$ cat config.mk
export PLATFORM = sky130hd
export DESIGN_NAME = seg7_scan_driver_flat
export DESIGN_NICKNAME = d
export VERILOG_FILES = /design/src/rtl/seg7_scan_driver_if.sv /design/src/rtl/seg7_scan_driver.sv /design/src/flat_wrapper.sv
export SDC_FILE = /design/constraint.sdc
export NUM_CORES = 1
export LEC_CHECK = 0
export ABC_CLOCK_PERIOD_IN_PS = 2100
export CAP_MARGIN = 15
export CORE_ASPECT_RATIO = 0.7
export CORE_MARGIN = 2
export CORE_UTILIZATION = 40
export DETAILED_ROUTE_END_ITERATION = 12
export GPL_ROUTABILITY_DRIVEN = 0
export HOLD_SLACK_MARGIN = 0.15
export PLACE_DENSITY_LB_ADDON = 0.1
export SYNTH_ARGS = -nofsm -noshare
export SYNTH_HDL_FRONTEND = slang
export SYNTH_SLANG_ARGS = --single-unit
$ cat constraint.sdc
create_clock -name clk -period 2.1 [get_ports clk]
set_input_delay 0.525 -clock clk [delete_from_list [all_inputs] [get_ports clk]]
set_output_delay 0.525 -clock clk [all_outputs]
set_load 0.005 [all_outputs]
$ cat src/rtl/seg7_scan_driver_if.sv
// Bus bundle for the multiplexed 7-segment scan driver: display data in, pin drives out.
interface seg7_scan_driver_if #(
  parameter int NUM_DIGITS = 4
);
  logic                    load;
  logic                    en;
  logic                    blank_lz;
  logic [4*NUM_DIGITS-1:0] digits_in;
  logic [NUM_DIGITS-1:0]   dp_in;
  logic [6:0]              seg_out;
  logic                    dp_out;
  logic [NUM_DIGITS-1:0]   dig_sel;
  logic                    frame_done;

  modport master (
    output load, en, blank_lz, digits_in, dp_in,
    input  seg_out, dp_out, dig_sel, frame_done
  );

  modport slave (
    input  load, en, blank_lz, digits_in, dp_in,
    output seg_out, dp_out, dig_sel, frame_done
  );
endinterface

$ cat src/rtl/seg7_scan_driver.sv
// Time-multiplexed hex display driver: prescaled digit scan, shadow data registers,
// hex decode with leading-zero blanking and registered, polarity-configurable pins.
module seg7_scan_driver #(
  parameter int NUM_DIGITS     = 4,
  parameter int DIV            = 50000,
  parameter int SEG_ACTIVE_LOW = 0,
  parameter int DIG_ACTIVE_LOW = 0
) (
  input  logic               clk,
  input  logic               rst_n,
  seg7_scan_driver_if.slave  bus
);

  localparam int IDX_W = (NUM_DIGITS > 1) ? $clog2(NUM_DIGITS) : 1;
  localparam int CNT_W = $clog2(DIV);
  localparam logic [CNT_W-1:0] CNT_LAST = CNT_W'(DIV - 1);
  localparam logic [IDX_W-1:0] IDX_LAST = IDX_W'(NUM_DIGITS - 1);
  localparam logic SEG_INV = (SEG_ACTIVE_LOW != 0);
  localparam logic DIG_INV = (DIG_ACTIVE_LOW != 0);
  localparam logic [6:0]            SEG_IDLE = SEG_INV ? 7'h7F : 7'h00;
  localparam logic [NUM_DIGITS-1:0] SEL_IDLE = DIG_INV ? '1 : '0;

  function automatic logic [6:0] hex_decode(input logic [3:0] nib);
    logic [6:0] seg;
    case (nib)
      4'h0: seg = 7'h3F;
      4'h1: seg = 7'h06;
      4'h2: seg = 7'h5B;
      4'h3: seg = 7'h4F;
      4'h4: seg = 7'h66;
      4'h5: seg = 7'h6D;
      4'h6: seg = 7'h7D;
      4'h7: seg = 7'h07;
      4'h8: seg = 7'h7F;
      4'h9: seg = 7'h6F;
      4'hA: seg = 7'h77;
      4'hB: seg = 7'h7C;
      4'hC: seg = 7'h39;
      4'hD: seg = 7'h5E;
      4'hE: seg = 7'h79;
      default: seg = 7'h71;
    endcase
    return seg;
  endfunction

  function automatic logic [6:0] seg_polarity(input logic [6:0] seg);
    return seg ^ {7{SEG_INV}};
  endfunction

  function automatic logic [NUM_DIGITS-1:0] sel_polarity(input logic [NUM_DIGITS-1:0] sel);
    return sel ^ {NUM_DIGITS{DIG_INV}};
  endfunction

  logic [CNT_W-1:0]        cnt_p0;
  logic [IDX_W-1:0]        idx_p0;
  logic [4*NUM_DIGITS-1:0] shadow_dig_p0;
  logic [NUM_DIGITS-1:0]   shadow_dp_p0;
  logic                    tick_p0;

  logic [3:0]              nib_p0;
  logic                    dpreq_p0;
  logic                    zero_run_p0;
  logic [NUM_DIGITS-1:0]   lead_p0;
  logic [6:0]              seg_raw_p0;
  logic                    dp_raw_p0;
  logic [NUM_DIGITS-1:0]   sel_raw_p0;

  logic [6:0]              seg_p1;
  logic                    dp_p1;
  logic [NUM_DIGITS-1:0]   sel_p1;
  logic                    fd_p1;

  // ---- stage p0: prescaler, digit index, shadow data ----
  assign tick_p0 = (cnt_p0 == CNT_LAST);

  always_ff @(posedge clk or negedge rst_n) begin
    if (!rst_n) begin
      cnt_p0        <= '0;
      idx_p0        <= '0;
      shadow_dig_p0 <= '0;
      shadow_dp_p0  <= '0;
    end else begin
      cnt_p0 <= tick_p0 ? '0 : cnt_p0 + 1'b1;
      if (tick_p0)
        idx_p0 <= (idx_p0 == IDX_LAST) ? '0 : idx_p0 + 1'b1;
      if (bus.load) begin
        shadow_dig_p0 <= bus.digits_in;
        shadow_dp_p0  <= bus.dp_in;
      end
    end
  end

  always_comb begin
    nib_p0      = '0;
    dpreq_p0    = 1'b0;
    zero_run_p0 = 1'b1;
    lead_p0     = '0;
    for (int i = 0; i < NUM_DIGITS; i++) begin
      if (idx_p0 == IDX_W'(i)) begin
        nib_p0   = shadow_dig_p0[i*4 +: 4];
        dpreq_p0 = shadow_dp_p0[i];
      end
    end
    // A digit is a leading zero when it and every more-significant digit are zero;
    // digit 0 stays out of the mask so a zero value still shows "0".
    for (int i = NUM_DIGITS - 1; i >= 1; i--) begin
      zero_run_p0 = zero_run_p0 & (shadow_dig_p0[i*4 +: 4] == 4'h0);
      lead_p0[i]  = zero_run_p0;
    end
    sel_raw_p0 = NUM_DIGITS'(1) << idx_p0;
    if (!bus.en) begin
      seg_raw_p0 = 7'h40;
      dp_raw_p0  = 1'b0;
    end else if (bus.blank_lz && lead_p0[idx_p0]) begin
      seg_raw_p0 = 7'h00;
      dp_raw_p0  = dpreq_p0;
    end else begin
      seg_raw_p0 = hex_decode(nib_p0);
      dp_raw_p0  = dpreq_p0;
    end
  end

  // ---- stage p1: registered pin drives ----
  always_ff @(posedge clk or negedge rst_n) begin
    if (!rst_n) begin
      seg_p1 <= SEG_IDLE;
      dp_p1  <= SEG_INV;
      sel_p1 <= SEL_IDLE;
      fd_p1  <= 1'b0;
    end else begin
      seg_p1 <= seg_polarity(seg_raw_p0);
      dp_p1  <= dp_raw_p0 ^ SEG_INV;
      sel_p1 <= sel_polarity(sel_raw_p0);
      fd_p1  <= tick_p0 && (idx_p0 == IDX_LAST);
    end
  end

  assign bus.seg_out    = seg_p1;
  assign bus.dp_out     = dp_p1;
  assign bus.dig_sel    = sel_p1;
  assign bus.frame_done = fd_p1;

endmodule

$ cat src/flat_wrapper.sv
// flat-port wrapper written by rule: the top's interface ports become plain ports
module seg7_scan_driver_flat 
#(
  parameter int NUM_DIGITS     = 4,
  parameter int DIV            = 50000,
  parameter int SEG_ACTIVE_LOW = 0,
  parameter int DIG_ACTIVE_LOW = 0
)
  (clk, rst_n, bus_load, bus_en, bus_blank_lz, bus_digits_in, bus_dp_in, bus_seg_out, bus_dp_out, bus_dig_sel, bus_frame_done);
  seg7_scan_driver_if #(.NUM_DIGITS(NUM_DIGITS)) bus_i ();
  input  logic clk;
  input  logic rst_n;
  input wire logic [$bits(bus_i.load)-1:0] bus_load;
  input wire logic [$bits(bus_i.en)-1:0] bus_en;
  input wire logic [$bits(bus_i.blank_lz)-1:0] bus_blank_lz;
  input wire logic [$bits(bus_i.digits_in)-1:0] bus_digits_in;
  input wire logic [$bits(bus_i.dp_in)-1:0] bus_dp_in;
  output wire logic [$bits(bus_i.seg_out)-1:0] bus_seg_out;
  output wire logic [$bits(bus_i.dp_out)-1:0] bus_dp_out;
  output wire logic [$bits(bus_i.dig_sel)-1:0] bus_dig_sel;
  output wire logic [$bits(bus_i.frame_done)-1:0] bus_frame_done;
  assign bus_i.load = bus_load;
  assign bus_i.en = bus_en;
  assign bus_i.blank_lz = bus_blank_lz;
  assign bus_i.digits_in = bus_digits_in;
  assign bus_i.dp_in = bus_dp_in;
  assign bus_seg_out = bus_i.seg_out;
  assign bus_dp_out = bus_i.dp_out;
  assign bus_dig_sel = bus_i.dig_sel;
  assign bus_frame_done = bus_i.frame_done;
  seg7_scan_driver #(.NUM_DIGITS(NUM_DIGITS), .DIV(DIV), .SEG_ACTIVE_LOW(SEG_ACTIVE_LOW), .DIG_ACTIVE_LOW(DIG_ACTIVE_LOW)) u_core (.clk(clk), .rst_n(rst_n), .bus(bus_i));
endmodule
==> run metrics, run 1 <==
cell count after synthesis=211; crit path max fanout=8; sequential power share=0.542; final instance area=3380 um2; Vias/cell=5.15; number of port buffers=37; time the final worst path needs with I/O delays and setup=2.13 ns; switching portion of total power=0.257; average cell area after synthesis=11.5 um2; TritonCTS clock tree=yes; Switch Pwr=0.511 mW; Congestion Overflow GR=0; Max transition margin=0.671; Internal Pwr Total=1.48 mW; top cell types by occurrence after synthesis=51 x sky130_fd_sc_hd__dfrtp_1, 21 x sky130_fd_sc_hd__mux2_2, 17 x sky130_fd_sc_hd__nor2_1; Routed met1 length=3.05 mm; highest cell delay on the worst timing path=0.44 ns; utilization of the core after routing=0.584; wire length per cell=16.1 um; met3 wire length=273 um; critical path capture point type=register; highest routed layer=met4; Synth Flop Type=sky130_fd_sc_hd__dfrtp_1; starting utilization of the core area=0.419; number of synthesized register bits=51; slack of the critical path=-0.0273 ns; number of flops mapped to enable cells by yosys=0; placement row count=23; chip height=69.1 um; combinational power share=0.180; post-synthesis cell type count=40; ratio of cells with drive above 1 in the final layout=0.333; setup repair after global routing missed its margin=yes; Post-Place Setup Slack=-0.0681 ns; maximum number of pins on one net before global-route repair=36; global-route usage over all layers=0.172; leading post-synthesis cells by cell area=sky130_fd_sc_hd__dfrtp_1 53%, sky130_fd_sc_hd__mux2_2 9.8%, sky130_fd_sc_hd__ha_1 5.7%; post-route DRC violation count=0; Worst Min Path Start=u_core.cnt_p0[0]; most common cell in the netlist=sky130_fd_sc_hd__dfrtp_1; async set or reset register ratio after synthesis=1.00; Reg2Reg Launch Point=u_core.idx_p0[1]; portion of the clock cycle consumed by the worst path in the final layout=1.01; category of the critical setup timing path=reg -> reg; Die Area=6700 um2; data required time of the critical path=2.29 ns; reported leakage power=1.41 nW; final wirelength=5.69 mm; Peak supply drop=0.349 mV; length of the first detailed-routing pass in iterations=4; slew of the pin with the lowest slew margin=0.493 ns; warnings from Yosys=0; total design power=1.99 mW; violations in the final reports=setup timing; series of cell instances along the critical path=inv_2, ha_4, and2b_2, a22oi_2, a21oi_4, ha_1, nor3_1, a211oi_2; area of placed instances=3050 um2; cell at the slowest stage of the critical path=sky130_fd_sc_hd__dfrtp_1; Starting DRT DRC Count=132; CTS Buffer Depth=2; number of antenna violations at the first check in global routing=0; library cell with the largest summed area after synthesis=sky130_fd_sc_hd__dfrtp_1; Reg clk slew, reported paths=0.09 ns; cell area after synthesis=2420 um2; antenna-violating nets left=0; width of the die=97.0 um; via count of the first global-routing pass=1,732; final count of hold timing violations=0; Critical path origin=u_core.idx_p0[1]; result of the run=complete, but fails checks; net count of the mapped netlist=247; number of clock sinks=51; number of CTS-inserted buffers=5; global-route wire length before repair=9.11 mm; CTS root buffer=sky130_fd_sc_hd__clkbuf_8; clock insertion delay at the later pin of the skew report=0.31 ns; Detail Placement HPWL=4.03 mm; number of nets at the end of the flow=314; final number of setup-violating endpoints=1; share of the synthesized area in the top cell type=0.527; placeable core region=5780 um2; proportion of synthesized chip area in sequential cells=0.527; via count of the routed design=1,824; H-tree levels=2; Power per Cell Area=588 nW/um2; number of maximum-capacitance violations=0; Diodes inserted=0; clock network fraction of design power=0.278; startpoint type of the worst setup path=register; Worst Path Arrival=2.31 ns; worst min-delay path class=reg -> reg; worst slack on hold paths=0.486 ns; worst setup slack for register-to-register paths=-0.03 ns; number of placed I/O pins=38; Area Growth Syn to Fin=39.4%; final number of max-transition violations=0; worst setup skew after layout=0.00716 ns; sum of met2 wire segment lengths after detailed routing=2.31 mm; Max Freq=0.470 GHz
power by group through the flow:
stage,logic [mW],registers [mW],clock network [mW]
after floorplan,0.135,1.08,0
after global placement,0.291,1.09,0
after CTS,0.299,1.08,0.570
after global routing,0.388,1.08,0.619
final,0.357,1.08,0.553
after detailed placement,0.291,1.09,0
layout make-up:
class,count,area [um2]
Sequential cell,51,1280
Clock buffer,6,72.6
Inverter,6,25.0
Timing Repair Buffer,66,626
Clock inverter,2,12.5
Tap cell,75,93.8
Multi-Input combinational cell,148,1270
Fill cell,482,2410
kinds of logic (layout without fill, tap and decap cells):
logic type | Yosys count | after routing | share of synthesized area
adder cells (fa/ha/maj) | 11 | 11 | 0.0568
flip-flops | 51 | 51 | 0.527
XOR/XNOR | 14 | 14 | 0.0506
multiplexers | 22 | 22 | 0.102
buffers and inverters | 12 | 80 | 0.0217
AO/OA/AOI/OAI | 30 | 30 | 0.0883
AND/OR/NAND/NOR | 71 | 71 | 0.153
worst max-delay path, delay by kind of cell, from the launching register on:
kind	cells	cell delay [ns]
compound gates	3	0.40
simple gates	2	0.52
fa+ha+maj	2	0.51
flops	1	0.44
buf+inv	1	0.13
routing by layer:
| metal | GRT usage | up-vias |
|---|---|---|
| li1 | - | 887 |
| met1 | 0.281 | 872 |
| met2 | 0.218 | 55 |
| met3 | 0.0406 | 10 |
| met4 | 0.0579 | 0 |
| met5 | 0 | - |
stage by stage:
step / setup TNS (ns) / instances
final: -0.0273 / 354
after global routing: -0.456 / 354
after CTS: 0 / 350
after detailed placement: -0.269 / 340
after global placement: -0.0637 / 340
after floorplan: 0 / 211
flip-flops by register name (all words and copies together) (netlist names):
signal,cells
u_core.cnt_p0,16
u_core.shadow_dig_p0,16
u_core.bus.seg_out,7
u_core.bus.dig_sel,4
u_core.shadow_dp_p0,4
u_core.idx_p0,2
u_core.bus.dp_out,1
u_core.bus.frame_done,1
placed cells by master (no fill, tap or decap), drive strengths merged, types with 8 or more instances in the layout:
master and n:
dfrtp 51, clkdlybuf4s50 36, buf 29, mux2 22, nor2 17, ha 11, nand3 9, nand2 9
xnor2 8, a21oi 8
final timing paths:
| check | endpoint | cells after the start |
|---|---|---|
| hold reg to reg | u_core.cnt_p0[0] | 1 |
| min in group asynchronous | u_core.cnt_p0[0] | 2 |
| setup / recovery | u_core.bus.seg_out[1] | 8 |
| setup reg to reg | u_core.bus.seg_out[1] | 8 |
| hold / removal | u_core.cnt_p0[0] | 1 |
| max in group asynchronous | u_core.idx_p0[0] | 3 |
what timing repair did:
action	CTS	global route
hold buffers	1	0
endpoints found under the hold margin	7	0
resized for setup	8	39
buffers inserted	1	4
endpoints found under the setup margin	7	7
pin swaps	2	9
No activity file was read; power rests on OpenSTA's default activity.
==> run 2, diff against run 1 <==
CORE_MARGIN = unset   (was 2)
DONT_BUFFER_PORTS = 1   (was unset)
MAX_ROUTING_LAYER = met4   (was unset)
==> run 2 against run 1 <==
Compared with the run above: the run still ends with setup timing left; flip-flop and latch count unchanged; critical path depth down 1; highest routed layer unchanged; routed wire length up 1.7%; register-to-register slack worse by 0.05 ns; clock skew about the same; hold slack worse by 0.19 ns; cell count down 14%; global-route usage up 1.5 points; combinational power down 23%; utilization down 7.0 points; non-clock buffer count down 48; clock power up 12%.
==> run metrics, run 2 (synthesis results as in run 1) <==
combinational power share=0.140 (-0.040); final wirelength=5.79 mm (+1.7%); clock insertion delay at the later pin of the skew report=0.30 ns (about the same); series of cell instances along the critical path=buf_6, ha_4, nand3b_1, a311o_1, or3_4, a21oi_2, o31a_1; Vias/cell=5.56 (+7.9%); total area of multi-input combinational cells=1290 um2 (+1.9%); Max Freq=0.459 GHz (-2.3%); worst min-delay path class=in -> reg; reported leakage power=1.23 nW (-13%); storage element area=1280 um2 (about the same); Post-Place Setup Slack=-0.164 ns (-0.0956 ns); maximum number of pins on one net before global-route repair=52 (+44%); number of maximum-capacitance violations=0 (unchanged); time the final worst path needs with I/O delays and setup=2.18 ns (+0.0496 ns); violations in the final reports=setup timing; Max transition margin=0.690 (+0.0188); slack of the critical path=-0.0769 ns (-0.0496 ns); worst setup skew after layout=0.00681 ns (-0.000345 ns); startpoint type of the worst setup path=register; switching portion of total power=0.253 (-0.00394); data required time of the critical path=2.32 ns (+0.03 ns); chip height=67.1 um (-2.9%); Switch Pwr=0.500 mW (-2.1%); Detail Placement HPWL=3.93 mm (-2.5%); via count of the first global-routing pass=1,593 (-8.0%); area of placed instances=2590 um2 (-15%); sequential power share=0.548 (+0.006); Diodes inserted=0 (unchanged); TritonCTS clock tree=yes; Starting DRT DRC Count=136 (+3.0%); number of port buffers=0 (-100%); fillcell total=489 (+1.5%); critical path capture point type=register; final number of max-transition violations=0 (unchanged); highest cell delay on the worst timing path=0.45 ns (about the same); highest-count cells in the layout ignoring fill and taps=49 x sky130_fd_sc_hd__dfrtp_1, 20 x sky130_fd_sc_hd__mux2_2, 14 x sky130_fd_sc_hd__nor2_1; wire length per cell=18.9 um (+18%); category of the critical setup timing path=reg -> reg; Reg2Reg Launch Point=u_core.idx_p0[0]; setup repair after global routing missed its margin=yes; number of antenna violations at the first check in global routing=0 (unchanged); Area Growth Syn to Fin=22.7%; Worst Path Arrival=2.40 ns (+0.09 ns); Internal Pwr Total=1.47 mW (about the same); slew of the pin with the lowest slew margin=0.466 ns (-0.0276 ns); final number of setup-violating endpoints=3 (+2); number of placed I/O pins=38 (unchanged); Die Area=6380 um2 (-4.9%); Worst Min Path Start=bus_en; Congestion Overflow GR=0 (unchanged); number of clock sinks=51 (unchanged); cell at the slowest stage of the critical path=sky130_fd_sc_hd__dfrtp_2; antenna-violating nets left=0 (unchanged); number of CTS-inserted buffers=5 (unchanged); global-route wire length before repair=8.39 mm (-7.9%); CTS Buffer Depth=2 (unchanged); most frequent standard cell in the layout excluding fill and tap cells=sky130_fd_sc_hd__dfrtp_1; final instance area=2970 um2 (-12%); clock network fraction of design power=0.312 (+0.034); placeable core region=5780 um2 (unchanged); Critical path origin=u_core.idx_p0[0]; crit path max fanout=8 (unchanged); number of nets at the end of the flow=266 (-15%); portion of the clock cycle consumed by the worst path in the final layout=1.04 (+0.0236); Reg clk slew, reported paths=0.09 ns (about the same); result of the run=complete, but fails checks; CTS root buffer=sky130_fd_sc_hd__clkbuf_8; H-tree levels=2 (unchanged); Power per Cell Area=664 nW/um2 (+13%); placement row count=23 (unchanged); ratio of cells with drive above 1 in the final layout=0.372 (+0.0390); global-route usage over all layers=0.188 (+0.0154); Peak supply drop=0.328 mV (-6.1%); Setup TNS Final=-0.140 ns (-0.113 ns); final count of hold timing violations=0 (unchanged); starting utilization of the core area=0.419 (unchanged); total design power=1.98 mW (-0.58%); via count of the routed design=1,702 (-6.7%); length of the first detailed-routing pass in iterations=4 (unchanged); post-route DRC violation count=0 (unchanged); width of the die=95.0 um (-2.1%)
-- run 2: cell count changes in the layout (fill, tap and decap cells not counted), sizes merged --
cell	previous run	this run
clkinv	1	0
buf	29	17
clkdlybuf4s50	36	0
clkbuf	6	7
-- run 2: routing by layer --
layer  vias up  GRT usage  part of all wire
li1        793          -                 -
met1       839      0.279              0.50
met2        63      0.254              0.43
met3         7     0.0445             0.056
met4         0     0.0455            0.0083
met5         -          -                 0
-- run 2: timing repair --
action | CTS | global route
pin swaps | 1 | 15
endpoints found under the setup margin | 7 | 7
gates resized for setup | 7 | 46
setup buffers | 2 | 0
hold buffers | 2 | 0
endpoints found under the hold margin | 51 | 0
-- run 2: cell type report --
cell class                 count  share of cell area
inverter                       6             0.00758
clock inverter                 1             0.00253
sequential                    51               0.430
timing repair buffer          18              0.0606
clock buffer                   7              0.0324
tap                           75              0.0316
multi-input combinational    148               0.435
-- run 2: final timing paths --
| kind | to | slack [ns] | depth (start not counted) |
|---|---|---|---|
| max | u_core.bus.seg_out[0] | -0.08 | 7 |
| min reg2reg | u_core.cnt_p0[0] | 0.49 | 1 |
| min | u_core.bus.seg_out[6] | 0.30 | 1 |
| max in group asynchronous | u_core.idx_p0[0] | 1.14 | 2 |
| min in group asynchronous | u_core.cnt_p0[13] | 0.72 | 2 |
| max reg2reg | u_core.bus.seg_out[0] | -0.08 | 7 |
-- run 2: power groups by stage --
stage	Clock [mW]	Sequential, mW	Combinational (mW)
after detailed placement	0	1.10	0.170
after floorplan	0	1.08	0.135
after global routing	0.678	1.09	0.296
after global placement	0	1.10	0.166
final	0.617	1.08	0.276
after CTS	0.628	1.08	0.204
-- run 2: metrics by stage --
stage	cells	hold WS, ns	utilization
finish	306	0.300	0.514
floorplan	211	0.229	-
global route	306	0.284	0.514
global placement	294	0.231	0.448
CTS	306	0.295	0.480
detailed placement	294	0.231	0.448
-- run 2: critical path, delay by kind of cell, from the launching register on --
family                     cells  cell delay, ns
buffers and inverters          1            0.14
DFF                            1            0.45
AOI/OAI and AO/OA              3            0.79
adders and majority gates      1            0.18
and+or+nand+nor                2            0.55
==> run 3, diff against run 2 <==
TNS_END_PERCENT = 10   (was unset)
==> run 3 against run 2 <==
Compared with the run above: the run still ends with setup timing left; largest cell class unchanged; register-to-register slack about the same; combinational power shrank 1%; highest routed layer unchanged; cell area is 0.38% lower; via count fell by 0.65%; critical path depth unchanged; global-route usage stayed put.
==> run metrics, run 3 (synthesis results as in run 1) <==
storage element area=1280 um2 (unchanged); combinational power share=0.138 (-0.002); via count of the first global-routing pass=1,593 (unchanged); crit path buf inv count=1 (unchanged); number of port buffers=0 (unchanged); Detail Placement HPWL=3.93 mm (unchanged); startpoint type of the worst setup path=register; length of the first detailed-routing pass in iterations=4 (unchanged); final count of hold timing violations=0 (unchanged); starting utilization of the core area=0.419 (unchanged); final number of max-transition violations=0 (unchanged); setup repair after global routing missed its margin=yes; chip height=67.1 um (unchanged); number of nets at the end of the flow=266 (unchanged); reported leakage power=1.23 nW (+0.15%); Max transition margin=0.691 (+0.00166); reg-to-reg endpoint=u_core.bus.seg_out[0]; slew of the pin with the lowest slew margin=0.463 ns (-0.00248 ns); antenna-violating nets left=0 (unchanged); series of cell instances along the critical path=buf_6, ha_4, nand3b_1, a311o_1, or3_4, a21oi_2, o31a_1; TritonCTS clock tree=yes; end point of the critical path=u_core.bus.seg_out[0]; crit path max fanout=8 (unchanged); number of CTS-inserted buffers=5 (unchanged); worst setup slack for register-to-register paths=-0.07 ns (about the same); dominant delay contributor by cell family on the critical path=compound AO/OA/AOI/OAI gates; Worst Path Arrival=2.40 ns (about the same); number of maximum-capacitance violations=0 (unchanged); CTS root buffer=sky130_fd_sc_hd__clkbuf_8; highest-count cells in the layout ignoring fill and taps=49 x sky130_fd_sc_hd__dfrtp_1, 20 x sky130_fd_sc_hd__mux2_2, 15 x sky130_fd_sc_hd__nor2_1; final number of setup-violating endpoints=3 (unchanged); via count of the routed design=1,691 (-0.65%); Post-Place Setup Slack=-0.164 ns (unchanged); Diodes inserted=0 (unchanged); CTS Buffer Depth=2 (unchanged); post-route DRC violation count=0 (unchanged); placeable core region=5780 um2 (unchanged); sequential power share=0.549 (about the same); global-route wire length before repair=8.39 mm (unchanged); Switch Pwr=0.497 mW (-0.77%); cell at the slowest stage of the critical path=sky130_fd_sc_hd__dfrtp_2; category of the critical setup timing path=reg -> reg; Die Area=6380 um2 (unchanged); wire length per cell=18.8 um (-0.60%); width of the die=95.0 um (unchanged); global-route usage over all layers=0.188 (unchanged); time the final worst path needs with I/O delays and setup=2.17 ns (-0.00224 ns); final wirelength=5.76 mm (-0.60%); Congestion Overflow GR=0 (unchanged); Internal Pwr Total=1.47 mW (-0.15%); total area of multi-input combinational cells=1290 um2 (-0.58%); most frequent standard cell in the layout excluding fill and tap cells=sky130_fd_sc_hd__dfrtp_1; Max Freq=0.460 GHz (+0.10%); Starting DRT DRC Count=118 (-13%); placement row count=23 (unchanged); data required time of the critical path=2.32 ns (about the same); switching portion of total power=0.252 (-0.00117); Peak supply drop=0.327 mV (-0.24%); ratio of cells with drive above 1 in the final layout=0.359 (-0.0130); Vias/cell=5.53 (-0.65%); utilization of the core after routing=0.512 (-0.00195); fillcell total=492 (+0.61%); violations in the final reports=setup timing; critical path capture point type=register; portion of the clock cycle consumed by the worst path in the final layout=1.04 (-0.00107); worst min-delay path class=in -> reg; number of cells on the critical path=7 (unchanged); highest cell delay on the worst timing path=0.45 ns (about the same); clock network fraction of design power=0.313 (about the same); number of placed I/O pins=38 (unchanged); maximum number of pins on one net before global-route repair=52 (unchanged); slack of the critical path=-0.0747 ns (+0.00224 ns); Critical path origin=u_core.idx_p0[0]; cell depth of the worst hold path=1 (unchanged); number of antenna violations at the first check in global routing=0 (unchanged); clock insertion delay at the later pin of the skew report=0.30 ns (about the same); H-tree levels=2 (unchanged); cells on worst reg2reg path=7 (unchanged); number of clock sinks=51 (unchanged); result of the run=complete, but fails checks; Power per Cell Area=665 nW/um2 (about the same); worst setup skew after layout=0.00626 ns (-0.000554 ns); Reg2Reg Launch Point=u_core.idx_p0[0]; Reg clk slew, reported paths=0.09 ns (about the same); Area Growth Syn to Fin=22.3%
run 3: area by class of cell:
type,count,area share
Inverter,6,0.00760
Multi-Input combinational cell,148,0.434
Tap cell,75,0.0317
Sequential cell,51,0.432
Timing Repair Buffer,18,0.0596
Clock buffer,7,0.0325
Clock inverter,1,0.00253
run 3: power groups by stage:
stage | Clock [mW] | Combinational [mW] | Sequential (mW)
after floorplan | 0 | 0.135 | 1.08
after global placement | 0 | 0.166 | 1.10
after detailed placement | 0 | 0.170 | 1.10
after CTS | 0.628 | 0.204 | 1.08
after global routing | 0.678 | 0.293 | 1.09
final | 0.616 | 0.272 | 1.08
run 3: timing repair:
item,4_1_cts,5_1_grt
resized for setup,7,42
hold buffers,2,0
hold endpoints to repair,51,0
buffers inserted,2,0
setup endpoints to repair,7,7
pin swaps,1,14
run 3: per-layer routing:
layer | part of all wire | routed length [um] | up-vias | track usage
met5 | 0 | 0 | - | -
met3 | 0.059 | 340 | 7 | 0.0445
met1 | 0.50 | 2890 | 822 | 0.279
met4 | 0.0068 | 39 | 0 | 0.0455
met2 | 0.43 | 2490 | 69 | 0.254
li1 | - | - | 793 | -
run 3: through the flow:
step | power [mW] | cells | TNS [ns] | hold slack, ns | cell area (um2)
after global placement | 1.26 | 294 | -0.160 | 0.231 | 2590
after floorplan | 1.22 | 211 | 0 | 0.229 | 2420
after detailed placement | 1.27 | 294 | -0.770 | 0.231 | 2590
after CTS | 1.91 | 306 | 0 | 0.295 | 2770
final | 1.97 | 306 | -0.140 | 0.297 | 2960
after global routing | 2.06 | 306 | -0.638 | 0.282 | 2960
run 3: worst min-delay path by stage:
stage                            end  slack (ns)  startpoint
3_5_place_dp   u_core.bus.dig_sel[2]        0.23       rst_n
5_1_grt        u_core.bus.seg_out[6]        0.28      bus_en
3_3_place_gp       u_core.cnt_p0[13]        0.23       rst_n
4_1_cts        u_core.bus.seg_out[6]        0.29      bus_en
2_1_floorplan  u_core.bus.dig_sel[0]        0.23       rst_n
6_report       u_core.bus.seg_out[6]        0.30      bus_en
